==> src/rtl/mem_access_unit.sv <==
// MEM-stage load/store initiator for a word-addressed request/ready data port.
// Optional macro MISALIGN_TRAP_EN: reject misaligned halfword/word accesses instead of masking them.
module mem_access_unit #(
  parameter int TIMEOUT_CYCLES = 16,
  parameter int CNT_WIDTH      = 5
) (
  input  logic        clk,
  input  logic        reset,
  input  logic        MemRead,
  input  logic        MemWrite,
  input  logic [2:0]  funct3,
  input  logic [31:0] address,
  input  logic [31:0] Write_data,
  output logic        stall,
  output logic [31:0] load_data,
  output logic        load_valid,
  output logic        store_done,
  output logic        bus_error,
  output logic        misaligned,
  output logic        mem_req,
  output logic        mem_we,
  output logic [31:0] mem_addr,
  output logic [31:0] mem_wdata,
  output logic [3:0]  mem_wstrb,
  input  logic [31:0] mem_rdata,
  input  logic        mem_ready
);

  // Memory handshake: mem_req rises in the first BUSY cycle and stays high with
  // stable mem_we/mem_addr/mem_wdata/mem_wstrb until the cycle mem_ready is seen
  // (or the timeout expires); mem_ready is a single-cycle completion that is
  // only honoured while BUSY.

  typedef enum logic [1:0] {
    IDLE = 2'd0,
    BUSY = 2'd1,
    RESP = 2'd2
  } state_t;

  localparam logic [CNT_WIDTH-1:0] CNT_LAST = CNT_WIDTH'(TIMEOUT_CYCLES - 1);

  state_t               state;
  logic [CNT_WIDTH-1:0] cnt;
  logic                 is_store_q;
  logic [2:0]           f3_q;
  logic [1:0]           lane_q;

  logic        op;
  logic        is_store;
  logic        legal;
  logic        size_half;
  logic        size_word;
  logic [1:0]  lane;
  logic [31:0] st_wdata;
  logic [3:0]  st_wstrb;

  logic [7:0]  rd_byte;
  logic [15:0] rd_half;
  logic [31:0] rd_shaped;

  // Request decode; the lane masks the low address bits a halfword/word ignores.
  always_comb begin
    op        = MemRead | MemWrite;
    is_store  = MemWrite;
    size_half = (funct3[1:0] == 2'b01);
    size_word = (funct3[1:0] == 2'b10);
    if (is_store) begin
      legal = (funct3 == 3'b000) || (funct3 == 3'b001) || (funct3 == 3'b010);
    end else begin
      legal = (funct3 != 3'b011) && (funct3 != 3'b110) && (funct3 != 3'b111);
    end
    lane = address[1:0];
    if (size_half) begin
      lane = {address[1], 1'b0};
    end else if (size_word) begin
      lane = 2'b00;
    end
    st_wdata = Write_data;
    st_wstrb = 4'b1111;
    case (funct3[1:0])
      2'b00: begin
        st_wdata = {4{Write_data[7:0]}};
        st_wstrb = 4'b0001 << lane;
      end
      2'b01: begin
        st_wdata = {2{Write_data[15:0]}};
        st_wstrb = lane[1] ? 4'b1100 : 4'b0011;
      end
      default: begin
        st_wdata = Write_data;
        st_wstrb = 4'b1111;
      end
    endcase
  end

`ifdef MISALIGN_TRAP_EN
  logic misal;
  logic misal_pulse;

  always_comb begin
    misal = (size_half && address[0]) || (size_word && (address[1:0] != 2'b00));
  end

  assign misaligned = misal_pulse;
`else
  assign misaligned = 1'b0;
`endif

  // Lane select and extension of the returned word for the captured access.
  always_comb begin
    rd_byte = mem_rdata[{lane_q, 3'b000} +: 8];
    rd_half = lane_q[1] ? mem_rdata[31:16] : mem_rdata[15:0];
    case (f3_q)
      3'b000:  rd_shaped = {{24{rd_byte[7]}}, rd_byte};
      3'b001:  rd_shaped = {{16{rd_half[15]}}, rd_half};
      3'b100:  rd_shaped = {24'd0, rd_byte};
      3'b101:  rd_shaped = {16'd0, rd_half};
      default: rd_shaped = mem_rdata;
    endcase
  end

  assign stall = (state == BUSY) || ((state == IDLE) && op);

  always_ff @(posedge clk) begin
    if (reset) begin
      state      <= IDLE;
      cnt        <= '0;
      is_store_q <= 1'b0;
      f3_q       <= 3'b000;
      lane_q     <= 2'b00;
      load_data  <= 32'd0;
      load_valid <= 1'b0;
      store_done <= 1'b0;
      bus_error  <= 1'b0;
      mem_req    <= 1'b0;
      mem_we     <= 1'b0;
      mem_addr   <= 32'd0;
      mem_wdata  <= 32'd0;
      mem_wstrb  <= 4'b0000;
`ifdef MISALIGN_TRAP_EN
      misal_pulse <= 1'b0;
`endif
    end else begin
      load_valid <= 1'b0;
      store_done <= 1'b0;
      bus_error  <= 1'b0;
`ifdef MISALIGN_TRAP_EN
      misal_pulse <= 1'b0;
`endif
      case (state)
        IDLE: begin
          if (op) begin
            is_store_q <= is_store;
            f3_q       <= funct3;
            lane_q     <= lane;
            if (!legal) begin
              state     <= RESP;
              bus_error <= 1'b1;
            end
`ifdef MISALIGN_TRAP_EN
            else if (misal) begin
              state       <= RESP;
              misal_pulse <= 1'b1;
            end
`endif
            else begin
              state     <= BUSY;
              cnt       <= '0;
              mem_req   <= 1'b1;
              mem_we    <= is_store;
              mem_addr  <= {address[31:2], 2'b00};
              mem_wdata <= is_store ? st_wdata : 32'd0;
              mem_wstrb <= is_store ? st_wstrb : 4'b0000;
            end
          end
        end
        BUSY: begin
          if (mem_ready || (cnt == CNT_LAST)) begin
            state     <= RESP;
            mem_req   <= 1'b0;
            mem_we    <= 1'b0;
            mem_addr  <= 32'd0;
            mem_wdata <= 32'd0;
            mem_wstrb <= 4'b0000;
          end
          // A response arriving in the final timeout cycle still counts.
          if (mem_ready) begin
            if (is_store_q) begin
              store_done <= 1'b1;
            end else begin
              load_valid <= 1'b1;
              load_data  <= rd_shaped;
            end
          end else if (cnt == CNT_LAST) begin
            bus_error <= 1'b1;
            load_data <= 32'd0;
          end else begin
            cnt <= cnt + CNT_WIDTH'(1);
          end
        end
        RESP: begin
          state <= IDLE;
        end
        default: begin
          state <= IDLE;
        end
      endcase
    end
  end

endmodule

==> config.mk <==
export PLATFORM = sky130hd
export DESIGN_NAME = mem_access_unit
export DESIGN_NICKNAME = d
export VERILOG_FILES = /design/src/rtl/mem_access_unit.sv
export SDC_FILE = /design/constraint.sdc
export NUM_CORES = 1
export LEC_CHECK = 0
export BUFFER_PORTS_ARGS = -buffer_cell sky130_fd_sc_hd__buf_2
export CAP_MARGIN = 30
export CORE_MARGIN = 2
export CORE_UTILIZATION = 50
export DETAILED_ROUTE_END_ITERATION = 8
export PLACE_DENSITY = 0.95
export SLEW_MARGIN = 20
export SYNTH_ARGS = -nofsm -noshare
export SYNTH_HDL_FRONTEND = slang
export SYNTH_SLANG_ARGS = --single-unit
export TNS_END_PERCENT = 5
==> constraint.sdc <==
create_clock -name clk -period 3.63 [get_ports clk]
set_input_delay 0 -clock clk [delete_from_list [all_inputs] [get_ports clk]]
set_output_delay 0 -clock clk [all_outputs]
set_load 0.05 [all_outputs]
==> impl_results.md, run 1 <==
- Largest area contributor in the netlist: dfxtp_1
- # IOs: 211
- Non-Filler Instances: 909
- DP Cell Count: 764
- # resized after CTS: 0
- Leakage: 3.46 nW
- Final wirelength: 18,000 um
- Slew Viols, Final: 0
- Synth Cell Area: 4750 um2
- All-Layer GR Usage: 34.7%
- Synthesized flop and latch total: 116
- Fin area: 7480 um2
- Worst ir drop on vdd: 311 uV
- Hold Path Origin: funct3[1]
- Final hold violation count: 0
- Site row count: 35
- Sequential area share after synthesis: 48.9%
- DP Wirelength: 9520 um
- Vias/cell: 5.71
- # hold bufs at CTS: 111
- Yosys Warn Count: 0
- Setup bufs post-CTS: 0
- Area growth from synthesis to layout: 57.6%
- Cts bufs inserted: 17
- Most common cell in the netlist: dfxtp_1
- Synth cell count leaders: dfxtp_1 (116), o2bb2ai_1 (48), a22o_1 (46)
- Reg2reg setup slack: 0.91 ns
- Largest net degree at the start of global routing: 39
- Slew margin rel.: 37.4%
- Worst Path Required: 4.04 ns
- Setup TNS Final: 0 ns
- Pre-CTS setup slack: 1.04 ns
- CP Max Fanout: 38
- Setup Viol. Count Final: 0
- Tcrit/Tclk final: 75.0%
- Drt pass-1 iters: 5
- Top cell type's share of synthesized area: 48.9%
- Initial Util: 51.4%
- Post-Syn Instances: 463
- Minimum clock period: 2.72 ns
- Routability Congestion: 0.939
- DRC errors left: 0
- Worst reg2reg endpoint: mem_wdata[17]$_SDFFE_PP0P_
- Async SR Flop Fraction: 0%
- Placed Instance Area: 5790 um2
- Chip width: 101 um
- Fill cells: 484
- Area contributors post-synth: dfxtp_1 (49%), o2bb2ai_1 (8.9%), a22o_1 (8.5%)
- Die Area: 10,300 um2
- Core Area: 9240 um2
- Nets@finish: 872
- Max Cap Viol: 0
- Latest clock arrival within the worst-skew pair: 0.51 ns
- Root Buffer: clkbuf_8
- Layout cells sized above 1: 32.9%
- CTS tree: yes
- Min-delay worst type: in -> reg
- Post-Route Skew: 0.0153 ns
- Fmax: 0.367 GHz
- Worst setup path startpoint: cnt[0]$_SDFFE_PP0P_
- Reg2Reg Launch Point: cnt[0]$_SDFFE_PP0P_
- First-pass GRT wire length: 27,700 um
- H-tree level count: 4
- Top FF cell, synth: dfxtp_1
- Critical Path Source Type: flip-flop
- R2R cell count: 8
- Critical Path AT: 3.13 ns
- IO Port Bufs: 207
- Antenna violations before repair: 0
- Remaining antenna violation count: 0
- Hold EP: f3_q[1]$_SDFFE_PP0P_
- PwrDens: 503 nW/um2
- Overflow after GRT: 0
- Status: complete, no violations
- Vias in the first global route: 5,474
- Worst-path clk slew: 0.07 ns
- Synth unique cells: 47
- Final setup margin: 0.909 ns
- Drt initial violations: 306
- Critical path type: reg -> reg
- Vias: 5,190
- Die H: 101 um
- Tightest Pin Transition: 0.935 ns
- Post-synth EDFFs: 0
- Total power: 0.00377 W
- RSZ-0062 raised after global routing: no
- Syn_area_per_cell: 10.3 um2
- CP endpoint kind: flip-flop
- Clock Path Buffers: 2
- Hold path cells: 3
- Sink Count: 116
- Drt wl/cell: 19.8 um
[critical path, stage by stage, from the launching register on]
cell       delay [ns]
dfxtp_1          0.34
ha_1             0.22
and3_1           0.19
ha_1             0.23
nor2_1           0.11
a211oi_1         0.14
a21oi_4          0.69
buf_4            0.50
o2bb2ai_1        0.20
[power by group]
| group | internal (W) | total (W) | switching (W) |
|---|---|---|---|
| clock network | 0.000954 | 0.00158 | 0.000629 |
| logic | 0.000281 | 0.000780 | 0.000499 |
| registers | 0.00134 | 0.00140 | 0.0000609 |
[cells by family (layout without fill, tap and decap cells)]
family,count (synthesis),in the layout,synth area share [%]
DFF,116,116,48.9
other,1,4,0.0790
muxes,39,39,8.59
xor gates and xnor gates,2,2,0.369
adders and majority gates,2,2,0.527
and+or+nand+nor,99,99,11.4
buffers and inverters,47,361,4.74
AOI/OAI and AO/OA,157,157,25.4
[through the flow]
| stage | utilization (%) | hold slack, ns |
|---|---|---|
| after floorplan | - | 0.125 |
| after global placement | 62.7 | 0.218 |
| after detailed placement | 62.7 | 0.222 |
| after CTS | 80.8 | 0.0380 |
| after global routing | 81.0 | 0.113 |
| final | 81.0 | 0.0827 |
[layer usage]
| layer | track usage [%] | up-vias | part of all wire [%] |
|---|---|---|---|
| li1 | - | 2323 | - |
| met4 | 20.5 | 0 | 4.9 |
| met2 | 63.7 | 339 | 53 |
| met3 | 8.56 | 83 | 7.4 |
| met5 | 0 | - | 0 |
| met1 | 35.5 | 2445 | 35 |
[sequential cells by signal (all words and copies together) (netlist names)]
signal / count
mem_wstrb: 4
bus_error: 1
is_store_q: 1
lane_q: 2
mem_addr: 30
state: 2
load_valid: 1
f3_q: 3
mem_req: 1
cnt: 5
load_data: 32
store_done: 1
mem_wdata: 32
mem_we: 1
[worst max path at each step]
| stage | endpoint | cells past startpoint |
|---|---|---|
| after CTS | mem_wdata[30]$_SDFFE_PP0P_ | 8 |
| after floorplan | mem_wdata[10]$_SDFFE_PP0P_ | 9 |
| after global placement | mem_wdata[3]$_SDFFE_PP0P_ | 8 |
| after detailed placement | mem_wdata[1]$_SDFFE_PP0P_ | 8 |
| after global routing | mem_wdata[17]$_SDFFE_PP0P_ | 8 |
| final | mem_wdata[17]$_SDFFE_PP0P_ | 8 |
[cells in the final DEF (no fill, tap or decap), types with 7 or more instances in the layout]
master | Yosys | final
a22o_1 | 46 | 46
a21oi_1 | 21 | 21
o21ai_0 | 24 | 24
dfxtp_1 | 116 | 116
inv_1 | 7 | 7
nand2_1 | 27 | 27
nand2b_1 | 12 | 12
buf_2 | 9 | 207
o2bb2ai_1 | 48 | 48
mux2i_1 | 34 | 34
nor2b_1 | 21 | 21
nor2_1 | 12 | 12
dlygate4sd3_1 | 0 | 111
clkbuf_16 | 0 | 16
[final cells by class]
| type | instances | area [um2] | share of cell area [%] |
|---|---|---|---|
| clock inverter | 13 | 124 | 1.66 |
| antenna | 1 | 2.50 | 0.0334 |
| timing repair buffer | 322 | 2180 | 29.2 |
| sequential | 116 | 2320 | 31.0 |
| multi-input combinational | 302 | 2220 | 29.7 |
| clock buffer | 19 | 442 | 5.90 |
| tap | 129 | 161 | 2.16 |
| inverter | 7 | 26.3 | 0.351 |
Note: power is estimated with default switching activity, not from simulation.
==> run 2, diff against run 1 <==
CORE_UTILIZATION = 43   (was 50)
PLACE_DENSITY = 0.89   (was 0.95)
clock period = 2.2 ns   (was 3.63 ns; I/O delays follow)
==> run 2 against run 1 <==
Net effect:
- clock skew is 0.0067 ns higher
- worst hold slack better by 0.17 ns
- combinational power grew 69%
==> impl_results.md, run 2 (same netlist as run 1, synthesis figures left out) <==
- Status: complete, no violations
- Minimum clock period: 2.07 ns (-0.647 ns)
- Min-delay worst type: in -> reg
- Layout cells sized above 1: 33.3% (+0.43 points)
- Max Cap Viol: 0 (unchanged)
- Commonest cells after routing, fill and taps aside: buf_2 (207), dfxtp_1 (116), dlygate4sd3_1 (113)
- Leakage: 3.56 nW (+2.8%)
- CP endpoint kind: flip-flop
- H-tree level count: 4 (unchanged)
- Placed Instance Area: 5890 um2 (+1.8%)
- Antenna violations before repair: 0 (unchanged)
- DRC errors left: 0 (unchanged)
- Core Area: 10,800 um2 (+17%)
- Latest clock arrival within the worst-skew pair: 0.52 ns (about the same)
- Crit-path cells: ha_1 -> and3_1 -> ha_2 -> nor2_1 -> a211oi_1 -> buf_4 -> a21oi_4 -> buf_12 -> a22o_1
- Final wirelength: 17,000 um (-5.6%)
- Tcrit/Tclk final: 94.3% (+19 points)
- IO Port Bufs: 207 (unchanged)
- Nets@finish: 882 (+1.1%)
- Remaining antenna violation count: 0 (unchanged)
- Final hold violation count: 0 (unchanged)
- Critical Path AT: 2.47 ns (-0.66 ns)
- Cts bufs inserted: 17 (unchanged)
- Fmax: 0.482 GHz (+31%)
- First-pass GRT wire length: 25,400 um (-8.4%)
- Critical path type: reg -> reg
- Drt wl/cell: 18.4 um (-7.4%)
- # IOs: 211 (unchanged)
- Fill cells: 710 (+47%)
- Clock Path Buffers: 2 (unchanged)
- Worst Path Required: 2.60 ns (-1.44 ns)
- Sink Count: 116 (unchanged)
- Worst ir drop on vdd: 462 uV (+48%)
- Die Area: 11,900 um2 (+16%)
- Slowest stage cell, crit path: dfxtp_1
- Top delay family on crit path: compound AO/OA/AOI/OAI gates
- Reg area: 2320 um2 (unchanged)
- All-Layer GR Usage: 27.5% (-7.2 points)
- Biggest regs: load_data (32), mem_wdata (32), mem_addr (30)
- Worst-path clk slew: 0.06 ns (about the same)
- CP Max Fanout: 34 (-11%)
- RSZ-0062 raised after global routing: no
- CTS tree: yes
- PwrDens: 853 nW/um2 (+70%)
- Routability Congestion: 0.887 (-5.5%)
- Slew Viols, Final: 0 (unchanged)
- Buf/Inv on CP: 2 (+1)
- Site row count: 38 (+8.6%)
- DP Wirelength: 9860 um (+3.6%)
- Critical Path Source Type: flip-flop
- Initial Util: 44.0% (-7.4 points)
- Slew margin rel.: 55.2% (+18 points)
- Overflow after GRT: 0 (unchanged)
- Post-Route Skew: 0.0219 ns (+0.00666 ns)
- Root Buffer: clkbuf_8
- Setup bufs post-CTS: 0 (unchanged)
- Chip width: 109 um (+7.5%)
- Vias: 5,089 (-1.9%)
- Area of the multi-input gates: 2230 um2 (+0.39%)
- Crit path largest cell delay: 0.37 ns (-0.32 ns)
- Die H: 109 um (+7.5%)
- Vias in the first global route: 5,248 (-4.1%)
- Most common cell after layout, fill and taps aside: buf_2
- Vias/cell: 5.49 (-3.9%)
- Tightest Pin Transition: 0.672 ns (-0.263 ns)
- ANT cells: 0 (-1)
- Drt initial violations: 489 (+60%)
- Setup Viol. Count Final: 0 (unchanged)
- Largest net degree at the start of global routing: 69 (+77%)
- Drt pass-1 iters: 5 (unchanged)
- Fin area: 7680 um2 (+2.6%)
- Setup TNS Final: 0 ns (unchanged)
- Area growth from synthesis to layout: 61.8%
==> run 2: repair_timing <==
item,in CTS,in global routing
hold buffers,113,0
endpoints found under the hold margin,112,0
setup endpoints to repair,0,9
gates resized for setup,0,1
==> run 2: final timing paths <==
check                                           from                         to  slack (ns)  cells past startpoint
worst min register to register  mem_req$_SDFFE_PP0P_       mem_req$_SDFFE_PP0P_        0.46                      1
worst min-delay path                      address[2]   mem_addr[2]$_SDFFE_PP0P_        0.25                      3
worst max register to register   cnt[0]$_SDFFE_PP0P_  mem_wdata[2]$_SDFFE_PP0P_        0.13                      9
worst max-delay path             cnt[0]$_SDFFE_PP0P_  mem_wdata[2]$_SDFFE_PP0P_        0.13                      9
==> run 2: through the flow <==
step                      setup slack, ns  hold slack [ns]  util, %  power [W]  cells
after CTS                           0.114            0.212     70.9    0.00652    926
after global routing               0.0159            0.231     71.1    0.00677    927
after floorplan                     0.339            0.125        -    0.00311    465
final                               0.125            0.250     71.1    0.00655    927
after detailed placement            0.109            0.221     54.6    0.00344    783
after global placement              0.235            0.215     54.6    0.00341    783
==> run 2: power breakdown <==
part / switching (W) / total, W / internal, W
sequential: 0.0000850 / 0.00230 / 0.00222
combinational: 0.000827 / 0.00132 / 0.000491
clock: 0.000939 / 0.00293 / 0.00199
==> run 2: cell type report <==
class,count,area share (%)
flip-flops and latches,116,30.2
well taps,140,2.28
inverters,7,0.342
clock inverters,10,2.35
multi-input cells,302,29.0
repair buffers,332,29.9
clock buffers,20,5.80
==> run 2: tightest hold or removal path, delay by kind of cell <==
family	cells	cell delay, ns
buffers and inverters	2	0.62
AO/OA/AOI/OAI	1	0.12
==> run 2: layer usage <==
metal,GRT usage (%),share of wire (%)
met1,28.3,37
met5,0,0
met2,50.4,51
met3,8.43,9.2
met4,13.0,3.2
